## config.mk

```make
export PLATFORM = sky130hd
export DESIGN_NAME = rsa_modexp_engine_flat
export DESIGN_NICKNAME = d
export VERILOG_FILES = /design/src/rtl/rsa_modexp_if.sv /design/src/rtl/rsa_modexp_engine.sv /design/src/flat_wrapper.sv
export SDC_FILE = /design/constraint.sdc
export NUM_CORES = 1
export LEC_CHECK = 0
export BUFFER_PORTS_ARGS = -buffer_cell sky130_fd_sc_hd__clkbuf_2
export CORE_UTILIZATION = 60
export CTS_BUF_LIST = sky130_fd_sc_hd__clkbuf_16
export CTS_CLUSTER_DIAMETER = 80
export DETAILED_ROUTE_END_ITERATION = 8
export GPL_ROUTABILITY_DRIVEN = 1
export MAX_ROUTING_LAYER = met4
export PLACE_DENSITY = 0.82
export SLEW_MARGIN = 20
export SYNTH_ARGS = -nofsm -noshare
export SYNTH_HDL_FRONTEND = slang
export SYNTH_SLANG_ARGS = --single-unit
export TNS_END_PERCENT = 20
```

## constraint.sdc

```tcl
create_clock -name clk -period 6.7 [get_ports clk]
set_input_delay 1.34 -clock clk [delete_from_list [all_inputs] [get_ports clk]]
set_output_delay 1.34 -clock clk [all_outputs]
set_load 0.02 [all_outputs]
```

## src/rtl/rsa_modexp_if.sv

```systemverilog
// Operand, control and status bundle between the register file and the modular-exponentiation core.
// Inputs are plain levels from the register file; start is a single-cycle pulse with no ready/ack return.
interface rsa_modexp_if #(
  parameter int WIDTH = 8
) ();
  logic             i_en;
  logic             i_start;
  logic [WIDTH-1:0] i_modulus;
  logic [WIDTH-1:0] i_exponent;
  logic [WIDTH-1:0] i_message;
  logic [WIDTH-1:0] o_result;
  logic             o_busy;
  logic             o_eoc;
  logic             o_err;
  logic [1:0]       o_state;

  modport master (
    output i_en, i_start, i_modulus, i_exponent, i_message,
    input  o_result, o_busy, o_eoc, o_err, o_state
  );

  modport slave (
    input  i_en, i_start, i_modulus, i_exponent, i_message,
    output o_result, o_busy, o_eoc, o_err, o_state
  );
endinterface

```

## src/rtl/rsa_modexp_engine.sv

```systemverilog
// C = M^E mod P by left-to-right square-and-multiply, built on a bit-serial
// interleaved modular multiplier that consumes one multiplier bit per enabled cycle.
module rsa_modexp_engine #(
  parameter int WIDTH = 8
) (
  input  logic         clk,
  input  logic         nrst,
  rsa_modexp_if.slave  bus
);
  localparam int KW = $clog2(WIDTH);

  typedef enum logic [1:0] {
    IDLE   = 2'd0,
    REDUCE = 2'd1,
    SQR    = 2'd2,
    MUL    = 2'd3
  } state_t;

  state_t           r_state;
  logic [WIDTH-1:0] r_p, r_e, r_m;
  logic [WIDTH-1:0] r_base, r_acc, r_r, r_result;
  logic [KW-1:0]    r_k, r_bit;
  logic             r_busy, r_eoc, r_err;

  logic [WIDTH-1:0] w_a, w_b, w_r_next;
  logic [WIDTH:0]   w_p_ext, w_dbl, w_dbl_red, w_add;
  logic             w_last;

  // Multiplier operands: REDUCE computes M*1 mod P, which reduces any M (and gives 0 for P==1).
  always_comb begin
    w_a = r_acc;
    w_b = r_acc;
    case (r_state)
      REDUCE:  begin w_a = r_m; w_b = WIDTH'(1); end
      MUL:     w_b = r_base;
      default: ;
    endcase
  end

  // One interleaved step: R < P on entry, so each partial sum is below 2P and needs one subtraction.
  assign w_p_ext   = {1'b0, r_p};
  assign w_dbl     = {r_r, 1'b0};
  assign w_dbl_red = (w_dbl >= w_p_ext) ? (w_dbl - w_p_ext) : w_dbl;
  assign w_add     = w_dbl_red + (w_a[r_bit] ? {1'b0, w_b} : '0);
  assign w_r_next  = WIDTH'((w_add >= w_p_ext) ? (w_add - w_p_ext) : w_add);
  assign w_last    = (r_bit == '0);

  always_ff @(posedge clk or negedge nrst) begin
    if (!nrst) begin
      r_state  <= IDLE;
      r_p      <= '0;
      r_e      <= '0;
      r_m      <= '0;
      r_base   <= '0;
      r_acc    <= '0;
      r_r      <= '0;
      r_result <= '0;
      r_k      <= '0;
      r_bit    <= '0;
      r_busy   <= 1'b0;
      r_eoc    <= 1'b0;
      r_err    <= 1'b0;
    end else if (bus.i_en) begin
      if (r_state == IDLE) begin
        if (bus.i_start) begin
          r_p   <= bus.i_modulus;
          r_e   <= bus.i_exponent;
          r_m   <= bus.i_message;
          r_eoc <= 1'b0;
          r_err <= 1'b0;
          r_r   <= '0;
          r_k   <= KW'(WIDTH - 1);
          r_bit <= KW'(WIDTH - 1);
          if (bus.i_modulus == '0) begin
            r_err    <= 1'b1;
            r_eoc    <= 1'b1;
            r_result <= '0;
          end else begin
            r_busy  <= 1'b1;
            r_acc   <= (bus.i_modulus == WIDTH'(1)) ? '0 : WIDTH'(1);
            r_state <= REDUCE;
          end
        end
      end else begin
        r_r   <= w_r_next;
        r_bit <= r_bit - KW'(1);
        if (w_last) begin
          r_r   <= '0;
          r_bit <= KW'(WIDTH - 1);
          case (r_state)
            REDUCE: begin
              r_base  <= w_r_next;
              r_state <= SQR;
            end
            SQR: begin
              r_acc <= w_r_next;
              if (r_e[r_k]) begin
                r_state <= MUL;
              end else if (r_k == '0) begin
                r_result <= w_r_next;
                r_eoc    <= 1'b1;
                r_busy   <= 1'b0;
                r_state  <= IDLE;
              end else begin
                r_k <= r_k - KW'(1);
              end
            end
            MUL: begin
              r_acc <= w_r_next;
              if (r_k == '0) begin
                r_result <= w_r_next;
                r_eoc    <= 1'b1;
                r_busy   <= 1'b0;
                r_state  <= IDLE;
              end else begin
                r_k     <= r_k - KW'(1);
                r_state <= SQR;
              end
            end
            default: r_state <= IDLE;
          endcase
        end
      end
    end
  end

  assign bus.o_result = r_result;
  assign bus.o_busy   = r_busy;
  assign bus.o_eoc    = r_eoc;
  assign bus.o_err    = r_err;
  assign bus.o_state  = r_state;
endmodule

```

## src/flat_wrapper.sv

```systemverilog
// flat-port wrapper written by rule: the top's interface ports become plain ports
module rsa_modexp_engine_flat 
#(
  parameter int WIDTH = 8
)
  (clk, nrst, bus_i_en, bus_i_start, bus_i_modulus, bus_i_exponent, bus_i_message, bus_o_result, bus_o_busy, bus_o_eoc, bus_o_err, bus_o_state);
  rsa_modexp_if #(.WIDTH(WIDTH)) bus_i ();
  input  logic clk;
  input  logic nrst;
  input wire logic [$bits(bus_i.i_en)-1:0] bus_i_en;
  input wire logic [$bits(bus_i.i_start)-1:0] bus_i_start;
  input wire logic [$bits(bus_i.i_modulus)-1:0] bus_i_modulus;
  input wire logic [$bits(bus_i.i_exponent)-1:0] bus_i_exponent;
  input wire logic [$bits(bus_i.i_message)-1:0] bus_i_message;
  output wire logic [$bits(bus_i.o_result)-1:0] bus_o_result;
  output wire logic [$bits(bus_i.o_busy)-1:0] bus_o_busy;
  output wire logic [$bits(bus_i.o_eoc)-1:0] bus_o_eoc;
  output wire logic [$bits(bus_i.o_err)-1:0] bus_o_err;
  output wire logic [$bits(bus_i.o_state)-1:0] bus_o_state;
  assign bus_i.i_en = bus_i_en;
  assign bus_i.i_start = bus_i_start;
  assign bus_i.i_modulus = bus_i_modulus;
  assign bus_i.i_exponent = bus_i_exponent;
  assign bus_i.i_message = bus_i_message;
  assign bus_o_result = bus_i.o_result;
  assign bus_o_busy = bus_i.o_busy;
  assign bus_o_eoc = bus_i.o_eoc;
  assign bus_o_err = bus_i.o_err;
  assign bus_o_state = bus_i.o_state;
  rsa_modexp_engine #(.WIDTH(WIDTH)) u_core (.clk(clk), .nrst(nrst), .bus(bus_i));
endmodule
```

==> results.json <==
{
  "synth_seq_area_share": 0.390,
  "final_cell_count_no_fill": 605,
  "grt_pass1_wl_mm": 18.4,
  "cp_slowest_cell": "dfrtp_1",
  "holdPathStages": 2,
  "post_cts_buffers": 0,
  "fin_util": 0.717,
  "ys_seq_elements": 67,
  "synth_edf_count": 0,
  "period_share": 0.930,
  "worstHoldEndpoint": "u_core.r_e[1]",
  "avgSynthCellArea_um2": 9.30,
  "synth_common_cells": "nand2_1, dfrtp_1, o21ai_0",
  "cp_cell_sequence": "inv_1, nor2_2, mux4_2, mux4_2, o311a_1, ha_1, fa_1, a21o_1, a21oi_1, xnor2_1, ha_1, and3_1, o21a_1, o311ai_1, nand4_1, mux2i_4, mux2_2, mux2_2",
  "r2r_setup_slack_ns": 0.47,
  "design.final.nets": 564,
  "synth_top_flop_cell": "dfrtp_1",
  "grt_max_degree": 68,
  "num_antenna_cells": 0,
  "clk_path_buf_depth": 2,
  "critPathArrivalTime_ns": 6.44,
  "pre_cts_slack_ns": 0.464,
  "area_delta_synth_final_pct": 14.6,
  "setup_viol": 0,
  "core_area_um2": 6870,
  "die_x_um": 86.6,
  "drt_first_iter_violations": 278,
  "gp_congestion": 0.918,
  "nFillCells": 518,
  "routed_wl_mm": 11.0,
  "layout-drive-gt1-share": 0.177,
  "drt-vias-per-instance": 6.03,
  "netlist_area_um2": 4300,
  "r2r_cells": 18,
  "ys_warn_count": 0,
  "syn_inst": 462,
  "cts_max_level": 3,
  "period_needed_ns": 6.23,
  "rsz0062_at_grt": "no",
  "cts.sink_count": 67,
  "layout_setup_ws_ns": 0.470,
  "crit_type": "reg -> reg",
  "end_kind": "register",
  "rr_startpoint": "u_core.bus.o_state[0]",
  "cp_max_fo": 14,
  "fmax_mhz": 161,
  "dp.cells": 589,
  "clk_latency_ns": 0.33,
  "critical_path.max_stage_delay_ns": 0.59,
  "finClkSkew_ns": 0.00787,
  "drc": 0,
  "grt_pass1_vias": 3719,
  "hold_class": "reg -> reg",
  "cp_top_family": "multiplexers",
  "maxSlewHeadroom": 0.415,
  "portBuffers": 40,
  "cap_viol_max_count": 0,
  "synth_area_leaders": "dfrtp_1, nand2_1, ha_1, mux4_2, o21ai_0",
  "cts_root_buffer": "clkbuf_16",
  "report.final.slew_viol_count": 0,
  "initial_utilization": 0.626,
  "drt_pass1_iterations": 5,
  "ant_nets": 0,
  "cts_tree": "built",
  "dieArea_um2": 7500,
  "routedWlPerCell_um": 18.1,
  "cp_data_required_time_ns": 6.91,
  "min_from": "u_core.r_e[1]",
  "hold_viol": 0,
  "clk_pin_slew_ns": 0.06,
  "synth_nets": 522,
  "grtUsageTotal": 0.337,
  "antenna_found_initial": 0,
  "synth_cell_types": 51,
  "status": "completed",
  "die_h_um": 86.6,
  "fp-row-count": 30,
  "setup_tns_ns": 0,
  "r2r-end": "u_core.r_base[3]",
  "grt-ovfl-total": 0,
  "synth.most_common_cell": "nand2_1",
  "async_flop_share": 1.00,
  "tightest_slew_ns": 0.874,
  "cts_inserted_buffers": 9,
  "synth_top_area_share": 0.390,
  "hpwl_mm": 8.04,
  "io_pins": 41,
  "num_vias": 3648,
  "cts-hold-fix-buffers": 0,
  "worst-path-buf-inv": 1,
  "synth.largest_area_cell": "dfrtp_1",
  "start_kind": "register"
}
==> worst max path at each step <==
stage / startpoint / endpoint / slack, ns / depth (start not counted)
4_1_cts: u_core.bus.o_state[0] / u_core.r_base[3] / 0.40 / 18
3_3_place_gp: u_core.bus.o_state[0] / u_core.r_base[3] / 0.64 / 18
3_5_place_dp: u_core.bus.o_state[0] / u_core.r_base[3] / 0.46 / 18
5_1_grt: u_core.bus.o_state[0] / u_core.r_base[3] / 0.13 / 19
2_1_floorplan: u_core.r_p[1] / u_core.r_base[3] / 1.11 / 21
6_report: u_core.bus.o_state[0] / u_core.r_base[3] / 0.47 / 18
==> worst register-to-register path, stage by stage, from the launching register on <==
cell and delay (ns):
dfrtp_1 0.59, inv_1 0.26, nor2_2 0.35, mux4_2 0.55, mux4_2 0.55, o311a_1 0.18
ha_1 0.23, fa_1 0.40, a21o_1 0.23, a21oi_1 0.20, xnor2_1 0.18, ha_1 0.30
and3_1 0.17, o21a_1 0.12, o311ai_1 0.42, nand4_1 0.22, mux2i_4 0.44, mux2_2 0.44
mux2_2 0.28
==> cell type report <==
class / instances / area [µm²] / share of cell area
clock inverters: 7 / 91.3 / 0.0186
clock buffers: 9 / 225 / 0.0457
flip-flops and latches: 67 / 1680 / 0.341
multi-input cells: 354 / 2470 / 0.501
repair buffers: 46 / 245 / 0.0498
inverters: 26 / 97.6 / 0.0198
well taps: 96 / 120 / 0.0244
==> repair_timing <==
| item | in CTS | in global routing |
|---|---|---|
| setup endpoints to repair | 0 | 3 |
| gates resized for setup | 0 | 1 |
| hold endpoints to repair | 0 | 0 |
==> sequential cells by signal (all words and copies together) (netlist names) <==
signal	flops
u_core.bus.o_result	8
u_core.r_e	8
u_core.bus.o_busy	1
u_core.bus.o_eoc	1
u_core.r_k	3
u_core.r_m	8
u_core.r_bit	3
u_core.r_r	8
u_core.bus.o_err	1
u_core.bus.o_state	2
u_core.r_acc	8
u_core.r_p	8
u_core.r_base	8
==> layer usage <==
metal	vias up	wire length (µm)	GRT usage
met2	117	5250	0.540
met3	30	508	0.0495
met4	0	444	0.180
met1	1771	4750	0.416
met5	-	0	-
li1	1730	-	-
==> stage by stage <==
stage               area [µm²]  hold slack (ns)
floorplan                 4300            0.440
global placement          4600            0.455
detailed placement        4600            0.462
CTS                       4920            0.476
global route              4920            0.493
finish                    4920            0.473
==> placed cells by master (no fill, tap or decap), types with 8 or more instances in the layout <==
cell / n
mux2_2: 12
dfrtp_1: 67
xnor2_1: 10
inv_1: 26
nand3_1: 15
clkbuf_16: 9
clkbuf_2: 39
o21ai_0: 30
a22o_1: 11
nand2_1: 97
ha_1: 29
a21boi_0: 10
nor3_1: 9
a21oi_1: 17
nor2_1: 18
nor2b_1: 8
==> logic make-up (layout without fill, tap and decap cells) <==
group                    Yosys count  in the layout  share of synthesized area
XOR/XNOR                          12             12                     0.0245
AO/OA/AOI/OAI                    106            106                      0.170
AND/OR/NAND/NOR                  176            176                      0.185
flip-flops                        67             67                      0.390
buffers and inverters             41             88                     0.0364
multiplexers                      28             28                     0.0955
adder cells (fa/ha/maj)           32             32                     0.0984
Power is left out: the tool's default activity adds up to more than one toggle a clock period on the data nets, which glitch-free logic cannot reach.
